## config.mk

```make
export PLATFORM = sky130hd
export DESIGN_NAME = mux_nx1_rr_reg
export DESIGN_NICKNAME = d
export VERILOG_FILES = /design/src/rtl/cpu_mux_pkg.sv /design/src/rtl/mux_nx1_rr_reg_arbiter.sv /design/src/rtl/mux_nx1_rr_reg.sv
export SDC_FILE = /design/constraint.sdc
export NUM_CORES = 1
export LEC_CHECK = 0
export ABC_AREA = 1
export CAP_MARGIN = 20
export CELL_PAD_IN_SITES_DETAIL_PLACEMENT = 1
export CELL_PAD_IN_SITES_GLOBAL_PLACEMENT = 1
export CORE_MARGIN = 2
export CORE_UTILIZATION = 29
export DETAILED_ROUTE_END_ITERATION = 7
export PLACE_DENSITY = 0.84
export SLEW_MARGIN = 20
export SYNTH_ARGS = -nofsm -noshare
export SYNTH_HDL_FRONTEND = slang
export SYNTH_SLANG_ARGS = --single-unit
```

## constraint.sdc

```tcl
create_clock -name clk -period 2.6 [get_ports clk]
set_clock_uncertainty 0.15 [all_clocks]
set_input_delay 0.65 -clock clk [delete_from_list [all_inputs] [get_ports clk]]
set_output_delay 0.65 -clock clk [all_outputs]
set_load 0.05 [all_outputs]
```

## src/rtl/cpu_mux_pkg.sv

```systemverilog
`default_nettype none
// +---------------------------------------------------------------------------+
// | cpu_mux_pkg : shared helpers for mux/arbiter blocks (clog2, onehot->index) |
// | Rev 1.0                                                                   |
// +---------------------------------------------------------------------------+
package cpu_mux_pkg;

    localparam int MAX_CH = 32;

    typedef logic [MAX_CH-1:0] ch_vec_t;

    typedef enum logic {
        ST_EMPTY = 1'b0,
        ST_FULL  = 1'b1
    } out_state_e;

    function automatic int clog2(input int n);
        int r;
        int v;
        r = 0;
        v = n - 1;
        while (v > 0) begin
            r++;
            v = v >> 1;
        end
        return r;
    endfunction

    // Highest set bit wins; callers pass a one-hot (or zero) vector.
    function automatic int unsigned onehot_to_idx(input ch_vec_t v);
        int unsigned idx;
        idx = 0;
        for (int i = 0; i < MAX_CH; i++) begin
            if (v[i]) idx = unsigned'(i);
        end
        return idx;
    endfunction

endpackage
`default_nettype wire

```

## src/rtl/mux_nx1_rr_reg_arbiter.sv

```systemverilog
`default_nettype none
// +---------------------------------------------------------------------------+
// | rr_arbiter : combinational one-hot grant, search starts at ptr and wraps  |
// | Rev 1.0                                                                   |
// +---------------------------------------------------------------------------+
module rr_arbiter #(
    parameter int N_CH  = 4,
    parameter int SEL_W = 2
) (
    input  logic [N_CH-1:0]  req,
    input  logic [SEL_W-1:0] ptr,
    output logic [N_CH-1:0]  grant
);

    always_comb begin : p_rotate
        logic             found;
        logic [SEL_W-1:0] idx;
        grant = '0;
        found = 1'b0;
        idx   = '0;
        for (int k = 0; k < N_CH; k++) begin
            idx = SEL_W'((int'(ptr) + k) % N_CH);
            if (req[idx] && !found) begin
                grant[idx] = 1'b1;
                found      = 1'b1;
            end
        end
    end

endmodule
`default_nettype wire

```

## src/rtl/mux_nx1_rr_reg.sv

```systemverilog
`default_nettype none
// +---------------------------------------------------------------------------+
// | mux_nx1_rr_reg : N-channel registered mux, valid/ready, round-robin select |
// | Option MUX_NX1_RR_FIXED_PRIO_EN: fixed lowest-index priority. Rev 1.0     |
// +---------------------------------------------------------------------------+
module mux_nx1_rr_reg
    import cpu_mux_pkg::*;
#(
    parameter int N_CH  = 4,
    parameter int W     = 3,
    parameter int SEL_W = clog2(N_CH)
) (
    input  logic                clk,
    input  logic                rst_n,
    input  logic [N_CH*W-1:0]   in_data,
    input  logic [N_CH-1:0]     in_valid,
    output logic [N_CH-1:0]     in_ready,
    output logic [W-1:0]        out_data,
    output logic [SEL_W-1:0]    out_sel,
    output logic                out_valid,
    input  logic                out_ready
);

    out_state_e       state;
    logic             load;
    logic             xfer;
    logic [N_CH-1:0]  grant;
    logic [SEL_W-1:0] ptr;
    logic [SEL_W-1:0] xfer_idx;
    ch_vec_t          ready_ext;

    rr_arbiter #(
        .N_CH  (N_CH),
        .SEL_W (SEL_W)
    ) u_arb (
        .req   (in_valid),
        .ptr   (ptr),
        .grant (grant)
    );

    assign out_valid = (state == ST_FULL);
    assign load      = ~out_valid | out_ready;
    // Ready is forced low while reset is asserted, even before the register clears.
    assign in_ready  = (load && rst_n) ? grant : '0;
    assign xfer      = |(in_valid & in_ready);
    assign ready_ext = ch_vec_t'(in_ready);
    assign xfer_idx  = SEL_W'(onehot_to_idx(ready_ext));

`ifdef MUX_NX1_RR_FIXED_PRIO_EN
    assign ptr = '0;
`else
    logic [SEL_W-1:0] rr_ptr;

    always_ff @(posedge clk or negedge rst_n) begin
        if (!rst_n) begin
            rr_ptr <= '0;
        end else if (xfer) begin
            rr_ptr <= (xfer_idx == SEL_W'(N_CH - 1)) ? '0 : xfer_idx + 1'b1;
        end
    end

    assign ptr = rr_ptr;
`endif

    always_ff @(posedge clk or negedge rst_n) begin
        if (!rst_n) begin
            state    <= ST_EMPTY;
            out_data <= '0;
            out_sel  <= '0;
        end else begin
            if (xfer) begin
                out_data <= in_data[xfer_idx*W +: W];
                out_sel  <= xfer_idx;
            end
            case (state)
                ST_EMPTY: if (xfer) state <= ST_FULL;
                ST_FULL:  if (!xfer && out_ready) state <= ST_EMPTY;
            endcase
        end
    end

endmodule
`default_nettype wire
```

==> results.json, run 1 <==
{
  "ys.warnings.count": 0,
  "syn-num-nets": 182,
  "setup_slack_ps": -130.9,
  "power_density_nw_per_um2": 1309,
  "synth_compound_area_share_pct": 7.935,
  "ys_seq_area_share_pct": 20.15,
  "first_pass_iters": 4,
  "antenna_found_initial": 0,
  "drt-total-wl_um": 3616,
  "port_buffers": 28,
  "outcome": "complete, but fails checks",
  "clkTransAtPathRegs_ps": 60,
  "hold_viol": 0,
  "swShare_pct": 54.87,
  "core_area_um2": 3311,
  "rows": 21,
  "synth_top_family_by_area": "simple AND/OR/NAND/NOR gates",
  "start_util_pct": 30.01,
  "drcViolationCount": 0,
  "clk_latency_ps": 250,
  "tightest_slew_ps": 511.5,
  "fin_nets": 239,
  "violations": "setup timing",
  "grt_overflow": 0,
  "synth_mux_area_share_pct": 0,
  "cts.sinks": 8,
  "critPathArrivalTime_ps": 1930,
  "synth.avg_cell_area_um2": 6.368,
  "cap_violations": 0,
  "p_sw_mw": 1.231,
  "met1_length_um": 1554,
  "dp_cells": 249,
  "cts_tree": "done",
  "min_period_over_period_pct": 105.0,
  "met2_length_um": 1930,
  "synth_top_area_cell": "nand2_1",
  "wire_per_inst_um": 14.07,
  "utilization_pct": 51.78,
  "wl_met3_um": 101,
  "area_delta_synth_final_pct": 72.54,
  "viasPerCell": 4.704,
  "hold_slack_ps": 336.3,
  "final.fill_count": 422,
  "io_pins": 29,
  "p_leak_nw": 0.8707,
  "yosys_register_bits": 8,
  "drive_above_1_share_pct": 36.97,
  "yosys.area_share.simple_pct": 49.62,
  "slew-limit-headroom_pct": 65.79,
  "internal-power_mw": 1.012,
  "ir_drop_uv": 507.2,
  "register_area_um2": 200.2,
  "critical_path_class": "input port to primary output",
  "maxSlewViolCount": 0,
  "clockRootBuffer": "clkbuf_4",
  "gp_congestion": 0.9171,
  "share_comb_of_total_power_pct": 86.1,
  "seqPwrFrac_pct": 9.6,
  "postCtsHoldBufs": 0,
  "die_h_um": 62.53,
  "post-route-min-period_ps": 2731,
  "layout.cells.non_filler": 257,
  "worstSetupEndpointType": "primary output",
  "grt_usage_pct": 18.90,
  "synth_area_um2": 993.5,
  "setup_viol": 4,
  "top_layer": "met4",
  "drtIter0Drc": 22,
  "required_ps": 1800,
  "fmax_ghz": 0.3662,
  "synthXorXnorAreaFrac_pct": 0,
  "synthAdderAreaFrac_pct": 8.816,
  "synthTopCellsByArea": "nand2_1 21%, dfrtp_1 20%, nand3_1 13%",
  "die_w_um": 62.53,
  "grt_max_degree": 12,
  "path_max_fanout": 4,
  "synthCells": 156,
  "rsz0062_at_grt": "true",
  "vias": 1209,
  "grt_pass1_wl_um": 5968,
  "start_kind": "input port",
  "antenna_cells": 0,
  "yosysTopAreaCellShare_pct": 21.16,
  "yosysUniqueCellTypes": 22,
  "grt_pass1_vias": 1302,
  "cts_made_buffers": 3,
  "ctsHtreeMaxLevel": 1,
  "multi_input_area_um2": 778.2,
  "clk_path_buf_depth": 2,
  "ant_nets": 0,
  "dp_hpwl_um": 2769,
  "dieArea_um2": 3910,
  "pwr-share-clk_pct": 4.4,
  "hp-class": "flip-flop to flip-flop"
}
## layout by cell type (no fill, tap or decap)
cell type,Yosys,routed
nand2_1,56,46
buf_4,1,24
nand3_1,25,21
inv_1,23,21
clkdlybuf4s50_1,0,20
nand2_2,3,11
dfrtp_1,8,8
ha_1,7,6
nor2_4,4,5
buf_12,0,5
nand3_2,3,4
nand2_4,2,4
inv_4,1,3
nand3_4,0,3
o21ai_1,3,3
o21ai_2,3,3
nand4_1,3,3
clkbuf_4,0,3
clkdlybuf4s15_2,0,3
inv_2,2,2
o21ai_0,2,2
buf_6,2,2
a21oi_2,0,1
a31oi_4,0,1
nor3_2,1,1
clkinv_1,1,1
a21oi_1,3,1
a21oi_4,0,1
nor2_2,2,1
ha_4,0,1
clkdlybuf4s15_1,0,1
## per-stage QoR
step | setup WS [ps] | instance area (um^2) | power (mW) | setup TNS [ps]
floorplan | 10.19 | 1032 | 1.289 | 0
global placement | -391.8 | 1554 | 1.859 | -3520
detailed placement | -424.0 | 1554 | 1.916 | -4375
CTS | -135.0 | 1635 | 2.115 | -456.8
global route | -228.4 | 1714 | 2.415 | -908.9
finish | -130.9 | 1714 | 2.244 | -481.8
## timing repair
item                                    4_1_cts  5_1_grt
buffers inserted                              3        2
gates resized for setup                      24       13
endpoints found under the setup margin       12        7
pin swaps                                    16       10
## worst max-delay path, stage by stage
cell             delay [ps]
clkdlybuf4s15_1         210
inv_1                   100
nand2_1                  90
nand3_1                 110
nand2_2                  90
nand3_1                  80
nand2_1                  70
a21oi_2                 150
nand2_1                 100
nand2_2                 100
inv_4                    50
buf_12                  140
## flip-flops by register name, indices dropped and copies added (netlist names)
signal     count
ptr            2
out_data       3
out_sel        2
out_valid      1
## kinds of logic (layout without fill, tap and decap cells)
kind of cell             Yosys count  in the layout
adder cells (fa/ha/maj)            7              7
buffers and inverters             30             85
flip-flops                         8              8
AO/OA/AOI/OAI                     12             12
AND/OR/NAND/NOR                   99             99
## synth_stat cells
cell / number
nand2_1: 56
nand3_1: 25
inv_1: 23
dfrtp_1: 8
ha_1: 7
nor2_4: 4
a21oi_1: 3
nand2_2: 3
nand3_2: 3
nand4_1: 3
o21ai_1: 3
o21ai_2: 3
buf_6: 2
inv_2: 2
nand2_4: 2
nor2_2: 2
o21ai_0: 2
a31oi_2: 1
buf_4: 1
clkinv_1: 1
inv_4: 1
nor3_2: 1
## final timing paths
kind	startpoint	endpoint	slack [ps]	cells after the start
worst max-delay path	in_valid[3]	in_ready[3]	-130	12
worst min-delay path	out_data[0]	out_data[0]	340	2
worst max register to register	ptr[0]	out_data[2]	100	18
worst min register to register	out_data[0]	out_data[0]	340	2
max in group asynchronous	rst_n	out_valid	1620	2
min in group asynchronous	rst_n	out_sel[0]	550	2
## area by class of cell
type | instances | share of cell area, %
clock buffer | 3 | 1.314
inverter | 27 | 6.350
multi-input combinational | 118 | 45.40
sequential | 8 | 11.68
tap | 46 | 3.358
timing repair buffer | 55 | 31.90
## metal layers
layer  vias to the layer above  track usage (%)
met3                         4            3.063
met1                       573            22.69
met5                         -                0
met2                        29            35.22
li1                        603                -
met4                         0            3.889
## power by group through the flow
stage	sequential, mW	clock (mW)	combinational (mW)
finish	0.214	0.0983	1.93
global route	0.222	0.108	2.09
CTS	0.214	0.101	1.80
detailed placement	0.217	0	1.70
global placement	0.211	0	1.65
floorplan	0.356	0	0.934
(Power assumes the default switching activity.)
==> run 2: changes to the inputs <==
--- a/config.mk
+++ b/config.mk
@@ -11,6 +11,7 @@
 export CELL_PAD_IN_SITES_GLOBAL_PLACEMENT = 1
 export CORE_MARGIN = 2
 export CORE_UTILIZATION = 29
+export CTS_CLUSTER_DIAMETER = 150
 export DETAILED_ROUTE_END_ITERATION = 7
 export PLACE_DENSITY = 0.84
 export SLEW_MARGIN = 20
==> results of run 2 <==
Final layout, timing and power as in run 1 (identical DEF).
